--- src/rtl/uart_receiver_pkg.sv ---
// Shared types for the UART receive path: frame configuration fields, FSM states
// and small parity/vote helpers used by uart_receiver and uart_rx_sampler.
package uart_receiver_pkg;

    typedef enum logic [1:0] {
        DW_5 = 2'b00,
        DW_6 = 2'b01,
        DW_7 = 2'b10,
        DW_8 = 2'b11
    } data_width_e;

    typedef enum logic [1:0] {
        PAR_EVEN   = 2'b00,
        PAR_ODD    = 2'b01,
        PAR_NONE   = 2'b10,
        PAR_NONE_X = 2'b11
    } parity_mode_e;

    typedef enum logic [1:0] {
        STOP_1   = 2'b00,
        STOP_2   = 2'b01,
        STOP_2_X = 2'b10,
        STOP_2_Y = 2'b11
    } stop_bits_e;

    typedef struct packed {
        data_width_e  data_width;
        parity_mode_e parity_mode;
        stop_bits_e   stop_bits;
    } uart_config_s;

    typedef enum logic [2:0] {
        RX_IDLE   = 3'd0,
        RX_START  = 3'd1,
        RX_DATA   = 3'd2,
        RX_PARITY = 3'd3,
        RX_STOP   = 3'd4,
        RX_DONE   = 3'd5
    } rx_state_e;

    localparam uart_config_s STD_CONFIG = '{data_width: DW_8, parity_mode: PAR_EVEN, stop_bits: STOP_1};

    // Index of the final data bit: width code 0..3 maps to 5..8 bits.
    function automatic logic [2:0] last_data_idx(input logic [1:0] dw);
        return 3'd4 + {1'b0, dw};
    endfunction

    function automatic logic parity_enabled(input logic [1:0] pm);
        return ~pm[1];
    endfunction

    function automatic logic odd_parity(input logic [1:0] pm);
        return pm[0];
    endfunction

    function automatic logic two_stops(input logic [1:0] sb);
        return (sb != 2'b00);
    endfunction

    function automatic logic calc_parity(input logic [7:0] d);
        return ^d;
    endfunction

    function automatic logic maj3(input logic a, input logic b, input logic c);
        return (a & b) | (a & c) | (b & c);
    endfunction

endpackage

--- src/rtl/uart_rx_sampler.sv ---
// RX line conditioning: 2-flop synchronizer, falling-edge detect and bit value.
// Build option: UART_RX_MAJORITY_VOTE_EN adds a 3-sample majority vote across ov ticks.
module uart_rx_sampler
    import uart_receiver_pkg::*;
(
    input  logic clk_i,
    input  logic rst_n_i,
`ifdef UART_RX_MAJORITY_VOTE_EN
    input  logic ov_tick_i,
`endif
    input  logic rx_i,
    output logic fall_o,
    output logic bit_o
);

    logic sync1_q, sync1_d;
    logic sync2_q, sync2_d;
    logic prev_q, prev_d;

    // Synchronizer and edge-history next values
    always_comb begin
        sync1_d = rx_i;
        sync2_d = sync1_q;
        prev_d  = sync2_q;
    end

    // Line flops reset to idle-high so reset never fakes a start edge
    always_ff @(posedge clk_i or negedge rst_n_i) begin
        if (!rst_n_i) begin
            sync1_q <= 1'b1;
            sync2_q <= 1'b1;
            prev_q  <= 1'b1;
        end else begin
            sync1_q <= sync1_d;
            sync2_q <= sync2_d;
            prev_q  <= prev_d;
        end
    end

    assign fall_o = prev_q & ~sync2_q;

`ifdef UART_RX_MAJORITY_VOTE_EN
    logic [1:0] hist_q, hist_d;

    // Keep the two previous tick samples so the vote completes one tick later
    always_comb begin
        if (ov_tick_i) begin
            hist_d = {hist_q[0], sync2_q};
        end else begin
            hist_d = hist_q;
        end
    end

    // Sample history register
    always_ff @(posedge clk_i or negedge rst_n_i) begin
        if (!rst_n_i) begin
            hist_q <= 2'b11;
        end else begin
            hist_q <= hist_d;
        end
    end

    assign bit_o = maj3(hist_q[1], hist_q[0], sync2_q);
`else
    assign bit_o = sync2_q;
`endif

endmodule

--- src/rtl/uart_receiver.sv ---
// uart_receiver: 16x-oversampled UART deframer delivering one byte plus error flags per frame.
// Build option: UART_RX_MAJORITY_VOTE_EN decides each bit by 2-of-3 vote one tick later.
module uart_receiver
    import uart_receiver_pkg::*;
#(
    parameter int OVERSAMPLE   = 16,
    parameter int SAMPLE_POINT = 7
) (
    input  logic       clk_i,
    input  logic       rst_n_i,
    input  logic       ov_tick_i,
    input  logic       rx_i,
    input  logic       rx_enable_i,
    input  logic [5:0] config_i,
    input  logic       rx_fifo_full_i,
    output logic [7:0] data_rx_o,
    output logic       rx_done_o,
    output logic       rx_fifo_write_o,
    output logic       frame_error_o,
    output logic       parity_error_o,
    output logic       overrun_error_o,
    output logic       busy_o
);

    localparam int CNT_W = $clog2(OVERSAMPLE);
`ifdef UART_RX_MAJORITY_VOTE_EN
    localparam int DECIDE_PT = SAMPLE_POINT + 1;
`else
    localparam int DECIDE_PT = SAMPLE_POINT;
`endif
    localparam logic [CNT_W-1:0] DECIDE_TICK = CNT_W'(DECIDE_PT);
    localparam logic [CNT_W-1:0] LAST_TICK   = CNT_W'(OVERSAMPLE - 1);
    localparam logic [CNT_W-1:0] TICK_ONE    = {{(CNT_W-1){1'b0}}, 1'b1};

    rx_state_e    state_q, state_d;
    logic [CNT_W-1:0] tick_q, tick_d;
    logic [2:0]   bit_cnt_q, bit_cnt_d;
    logic         stop_cnt_q, stop_cnt_d;
    uart_config_s cfg_q, cfg_d;
    logic [7:0]   shift_q, shift_d;
    logic         par_err_q, par_err_d;
    logic         frm_err_q, frm_err_d;
    logic [7:0]   data_q, data_d;
    logic         done_q, done_d;
    logic         fifo_wr_q, fifo_wr_d;
    logic         frame_err_q, frame_err_d;
    logic         parity_err_q, parity_err_d;
    logic         overrun_q, overrun_d;
    logic         busy_q, busy_d;
    logic         fall_s;
    logic         bit_s;

    uart_rx_sampler u_sampler (
        .clk_i   (clk_i),
        .rst_n_i (rst_n_i),
`ifdef UART_RX_MAJORITY_VOTE_EN
        .ov_tick_i (ov_tick_i),
`endif
        .rx_i    (rx_i),
        .fall_o  (fall_s),
        .bit_o   (bit_s)
    );

    // Deframing FSM: next state, working registers and registered outputs
    always_comb begin
        state_d      = state_q;
        tick_d       = tick_q;
        bit_cnt_d    = bit_cnt_q;
        stop_cnt_d   = stop_cnt_q;
        cfg_d        = cfg_q;
        shift_d      = shift_q;
        par_err_d    = par_err_q;
        frm_err_d    = frm_err_q;
        data_d       = data_q;
        done_d       = 1'b0;
        fifo_wr_d    = 1'b0;
        frame_err_d  = frame_err_q;
        parity_err_d = parity_err_q;
        overrun_d    = overrun_q;

        case (state_q)
            RX_IDLE: begin
                if (fall_s && rx_enable_i) begin
                    state_d    = RX_START;
                    tick_d     = '0;
                    bit_cnt_d  = 3'd0;
                    stop_cnt_d = 1'b0;
                    cfg_d      = uart_config_s'(config_i);
                    shift_d    = 8'h00;
                    par_err_d  = 1'b0;
                    frm_err_d  = 1'b0;
                end else begin
                    state_d = RX_IDLE;
                end
            end
            RX_START: begin
                if (ov_tick_i) begin
                    tick_d = tick_q + TICK_ONE;
                    if ((tick_q == DECIDE_TICK) && bit_s) begin
                        state_d = RX_IDLE;
                    end else if (tick_q == LAST_TICK) begin
                        state_d = RX_DATA;
                    end else begin
                        state_d = RX_START;
                    end
                end else begin
                    state_d = RX_START;
                end
            end
            RX_DATA: begin
                if (ov_tick_i) begin
                    tick_d = tick_q + TICK_ONE;
                    if (tick_q == DECIDE_TICK) begin
                        shift_d[bit_cnt_q] = bit_s;
                    end else if (tick_q == LAST_TICK) begin
                        if (bit_cnt_q == last_data_idx(cfg_q.data_width)) begin
                            if (parity_enabled(cfg_q.parity_mode)) begin
                                state_d = RX_PARITY;
                            end else begin
                                state_d = RX_STOP;
                            end
                        end else begin
                            bit_cnt_d = bit_cnt_q + 3'd1;
                        end
                    end else begin
                        shift_d = shift_q;
                    end
                end else begin
                    state_d = RX_DATA;
                end
            end
            RX_PARITY: begin
                if (ov_tick_i) begin
                    tick_d = tick_q + TICK_ONE;
                    if (tick_q == DECIDE_TICK) begin
                        par_err_d = ((calc_parity(shift_q) ^ bit_s) != odd_parity(cfg_q.parity_mode));
                    end else if (tick_q == LAST_TICK) begin
                        state_d = RX_STOP;
                    end else begin
                        state_d = RX_PARITY;
                    end
                end else begin
                    state_d = RX_PARITY;
                end
            end
            RX_STOP: begin
                if (ov_tick_i) begin
                    tick_d = tick_q + TICK_ONE;
                    if (tick_q == DECIDE_TICK) begin
                        frm_err_d = frm_err_q | ~bit_s;
                        // Finish at the last stop sample, mid-bit, so the next start edge is caught
                        if (stop_cnt_q == two_stops(cfg_q.stop_bits)) begin
                            state_d      = RX_DONE;
                            done_d       = 1'b1;
                            data_d       = shift_q;
                            parity_err_d = par_err_q;
                            frame_err_d  = frm_err_q | ~bit_s;
                            fifo_wr_d    = ~rx_fifo_full_i;
                            overrun_d    = rx_fifo_full_i;
                        end else begin
                            state_d = RX_STOP;
                        end
                    end else if (tick_q == LAST_TICK) begin
                        stop_cnt_d = 1'b1;
                    end else begin
                        state_d = RX_STOP;
                    end
                end else begin
                    state_d = RX_STOP;
                end
            end
            RX_DONE: begin
                state_d = RX_IDLE;
            end
            default: begin
                state_d = RX_IDLE;
            end
        endcase

        busy_d = (state_d != RX_IDLE);
    end

    // State, counters and output registers
    always_ff @(posedge clk_i or negedge rst_n_i) begin
        if (!rst_n_i) begin
            state_q      <= RX_IDLE;
            tick_q       <= '0;
            bit_cnt_q    <= 3'd0;
            stop_cnt_q   <= 1'b0;
            cfg_q        <= STD_CONFIG;
            shift_q      <= 8'h00;
            par_err_q    <= 1'b0;
            frm_err_q    <= 1'b0;
            data_q       <= 8'h00;
            done_q       <= 1'b0;
            fifo_wr_q    <= 1'b0;
            frame_err_q  <= 1'b0;
            parity_err_q <= 1'b0;
            overrun_q    <= 1'b0;
            busy_q       <= 1'b0;
        end else begin
            state_q      <= state_d;
            tick_q       <= tick_d;
            bit_cnt_q    <= bit_cnt_d;
            stop_cnt_q   <= stop_cnt_d;
            cfg_q        <= cfg_d;
            shift_q      <= shift_d;
            par_err_q    <= par_err_d;
            frm_err_q    <= frm_err_d;
            data_q       <= data_d;
            done_q       <= done_d;
            fifo_wr_q    <= fifo_wr_d;
            frame_err_q  <= frame_err_d;
            parity_err_q <= parity_err_d;
            overrun_q    <= overrun_d;
            busy_q       <= busy_d;
        end
    end

    assign data_rx_o       = data_q;
    assign rx_done_o       = done_q;
    assign rx_fifo_write_o = fifo_wr_q;
    assign frame_error_o   = frame_err_q;
    assign parity_error_o  = parity_err_q;
    assign overrun_error_o = overrun_q;
    assign busy_o          = busy_q;

endmodule

--- config.mk ---
export PLATFORM = sky130hd
export DESIGN_NAME = uart_receiver
export DESIGN_NICKNAME = d
export VERILOG_FILES = /design/src/rtl/uart_receiver_pkg.sv /design/src/rtl/uart_rx_sampler.sv /design/src/rtl/uart_receiver.sv
export SDC_FILE = /design/constraint.sdc
export NUM_CORES = 1
export LEC_CHECK = 0
export CORE_UTILIZATION = 40
export CTS_CLUSTER_DIAMETER = 80
export DETAILED_ROUTE_END_ITERATION = 7
export DONT_BUFFER_PORTS = 1
export GPL_TIMING_DRIVEN = 0
export PLACE_DENSITY = 0.59
export SLEW_MARGIN = 20
export SYNTH_ARGS = -nofsm -noshare
export SYNTH_HDL_FRONTEND = slang
export SYNTH_SLANG_ARGS = --single-unit
--- constraint.sdc ---
create_clock -name clk_i -period 1.51 [get_ports clk_i]
set_input_delay 0.302 -clock clk_i [delete_from_list [all_inputs] [get_ports clk_i]]
set_output_delay 0.302 -clock clk_i [all_outputs]
set_load 0.02 [all_outputs]
==> impl_results.md <==
- Final Cell Area: 0.00278 sq mm
- Rows: 26
- Fin crit period: 1.63 ns
- Critical path buffers and inverters: 1
- Post-placement setup slack: -0.404 ns
- Post-synthesis sequential area ratio: a little over half
- Top-count cell post-synth: dfrtp_1
- Slowest stage delay, CP: 0.40 ns
- Filler cell count: 454
- Layout cells sized above 1: around two fifths
- Violated checks: setup timing
- Starting Density: between 40% and 50%
- Number of vias per cell: between 5 and 6
- Root buffer cell: clkbuf_8
- Tcrit/Tclk final: 108%
- Synth cell count leaders: dfrtp_1, nand2_1, o21ai_0, nand3_1, nor2_1
- Final ANT Viol Nets: 0
- PD cells: approximately 1400 mW/mm^2
- Area of placed instances: between 0.002 and 0.0025 sq mm
- Mapped cell area: between 0.002 and 0.0025 sq mm
- F_max: approximately 610 MHz
- Clk pin slew, worst setup/hold paths: approximately 0.080 ns
- Syn Nets: roughly 220
- RSZ-0062 raised after global routing: yes
- Max Cap Viol: 0
- Reg area: between 0.001 and 0.0015 sq mm
- TritonCTS Sinks: 44
- Setup violations, final: 30
- CTS max path bufs: 2
- H-tree depth: 2
- Worst min-delay path class: primary input to flip-flop
- Die height: between 70 and 80 um
- Drt first pass iters: 4
- Post-synth EDFFs: 0
- Worst Setup Path Type: flip-flop to flip-flop
- Die width: between 70 and 80 um
- Leak: 0.00127 uW
- Drt total wl: around 4.7 mm
- Die area: 0.00560 sq mm
- DP HPWL: roughly 2.9 mm
- Grt total ovfl: 0
- Synth Warn #: 0
- Count of cell types in the netlist: between 40 and 50
- CP max-delay cell: dfrtp_1
- Synthesis-to-finish area growth: 30.7%
- Core area: approximately 0.005 sq mm
- 1st-iter DRT viols: 109
- CP top delay family: simple AND/OR/NAND/NOR gates
- Req. time, crit path: roughly 1.7 ns
- Initial antenna violation count: 0
- Synth top area share: 46.0%
- Final Instance Count excl. Fillers: between 300 and 400
- Asr flop ratio synth: 100%
- Yosys top cell by area: dfrtp_1
- VDD IR max: 706 uV
- Yosys reg bits: between 40 and 50
- DRC viols: 0
- Slew Viols, Final: 0
- Clk_lat worst skew: just under 0.3 ns
- Fin util: between 50 and 60%
- Top post-synthesis cells by area: dfrtp_1, dfstp_2, mux2_2, xnor2_1, o21ai_0
- Vias in the first global route: approximately 1500
- Final hold viol count: 0
- Top_reg_cell synth: dfrtp_1
- Final Hold Slack: between 0.05 and 0.06 ns
- Total GRT Usage: 18.2%
- Num CTS Buffers: 5
- Port bufs: 0
- Worst-margin pin slew: around 0.49 ns
- Setup skew after layout: ~0.0070 ns
- Status: complete, but fails checks
- Top Ports: 26
- Crit Path Max Fanout: 5
- WL/cell: between 15 and 20 um
- Setup slack after layout: -0.122 ns
- Global-route wire length before repair: between 7 and 8 mm
- CP startpoint kind: flip-flop
- # diodes: 0
- TritonCTS clock tree: yes
- Arrival time worst endpoint: between 1.5 and 2 ns
- Syn avg cell area: 10.6 sq um
- Multi-input gate area: approximately 0.0011 sq mm
- Worst slew margin: about two thirds
- Synthesized instance count: roughly 200
- Largest net degree at the start of global routing: 45
- Crit. End Element: flip-flop
- Cell Chain, Critical Path: or3_4 -> or2_4 -> buf_8 -> mux2_4
- Routability cong.: between 0.8 and 0.9
- Placed insts: approximately 270
- Final layout net count: between 200 and 250
- Total number of vias: 1621
-- routing by layer --
metal,part of all wire (%),global-route usage [%],vias to the layer above
met2,49,28.8,32
met5,0,0,-
met3,3.4,3.35,7
li1,-,-,786
met1,47,24.9,796
met4,1.2,6.71,0
-- registers in the layout, indices dropped and copies added, names as in the netlist, 3 cells and up --
name and count:
tick_q 4, shift_q 8, state_q 3, bit_cnt_q 3
cfg_q 6, data_rx_o 8
-- worst paths after layout --
kind	from	endpoint	slack [ns]	cells after the start
min	rx_fifo_full_i	rx_fifo_write_o	0.06	1
max in group asynchronous	rst_n_i	u_sampler.prev_q	0.73	2
max reg2reg	state_q[1]	cfg_q[0]	-0.12	4
min reg2reg	u_sampler.sync1_q	u_sampler.bit_o	0.36	0
max	state_q[1]	cfg_q[0]	-0.12	4
min in group asynchronous	rst_n_i	rx_done_o	0.50	2
-- repair_timing --
| item | in CTS | in global routing |
|---|---|---|
| pin swaps | 15 | 11 |
| buffers inserted | 18 | 4 |
| cloned | 2 | 1 |
| hold buffers | 3 | 0 |
| endpoints found under the setup margin | 37 | 38 |
| hold endpoints to repair | 45 | 0 |
| gates resized for setup | 37 | 21 |
-- metrics by stage --
step	TNS, ns	total power [uW]
floorplan	-0.487	2410
global placement	-7.73	2600
detailed placement	-8.00	2630
CTS	-2.01	3730
global route	-3.43	4030
finish	-1.46	3800
-- layout make-up --
cell class	count	share of cell area (%)
clock buffer	7	3.11
clock inverter	1	0.271
tap	70	3.16
buffer	7	1.89
multi-input combinational	138	40.2
timing repair buffer	27	9.92
inverter	11	1.49
sequential	44	40.0
-- power by group --
group          internal (uW)  switching [uW]  total, uW  leakage (uW)
Sequential              1420             198       1620      0.000570
Combinational            697             714       1410      0.000652
Clock                    372             391        763     0.0000445
-- cells by family after synthesis --
| logic type | synth area share (%) |
|---|---|
| mux | 9.02 |
| buf+inv | 4.42 |
| fa+ha+maj | 1.18 |
| xor+xnor | 4.95 |
| compound gates | 12.7 |
| simple gates | 15.6 |
| flops | 52.2 |
-- cells in the final DEF (no fill, tap or decap), types with 5 or more instances in the layout --
master and count:
dfrtp_1 37, buf_4 18, nand2_1 16, inv_1 11
xnor2_1 11, nor2_1 9, nand3_1 9, mux2_2 7
o21ai_0 6, mux2_4 6, o21ai_1 6, clkbuf_8 6
buf_6 5, dfstp_2 5
Note: power is estimated with default switching activity, not from simulation.
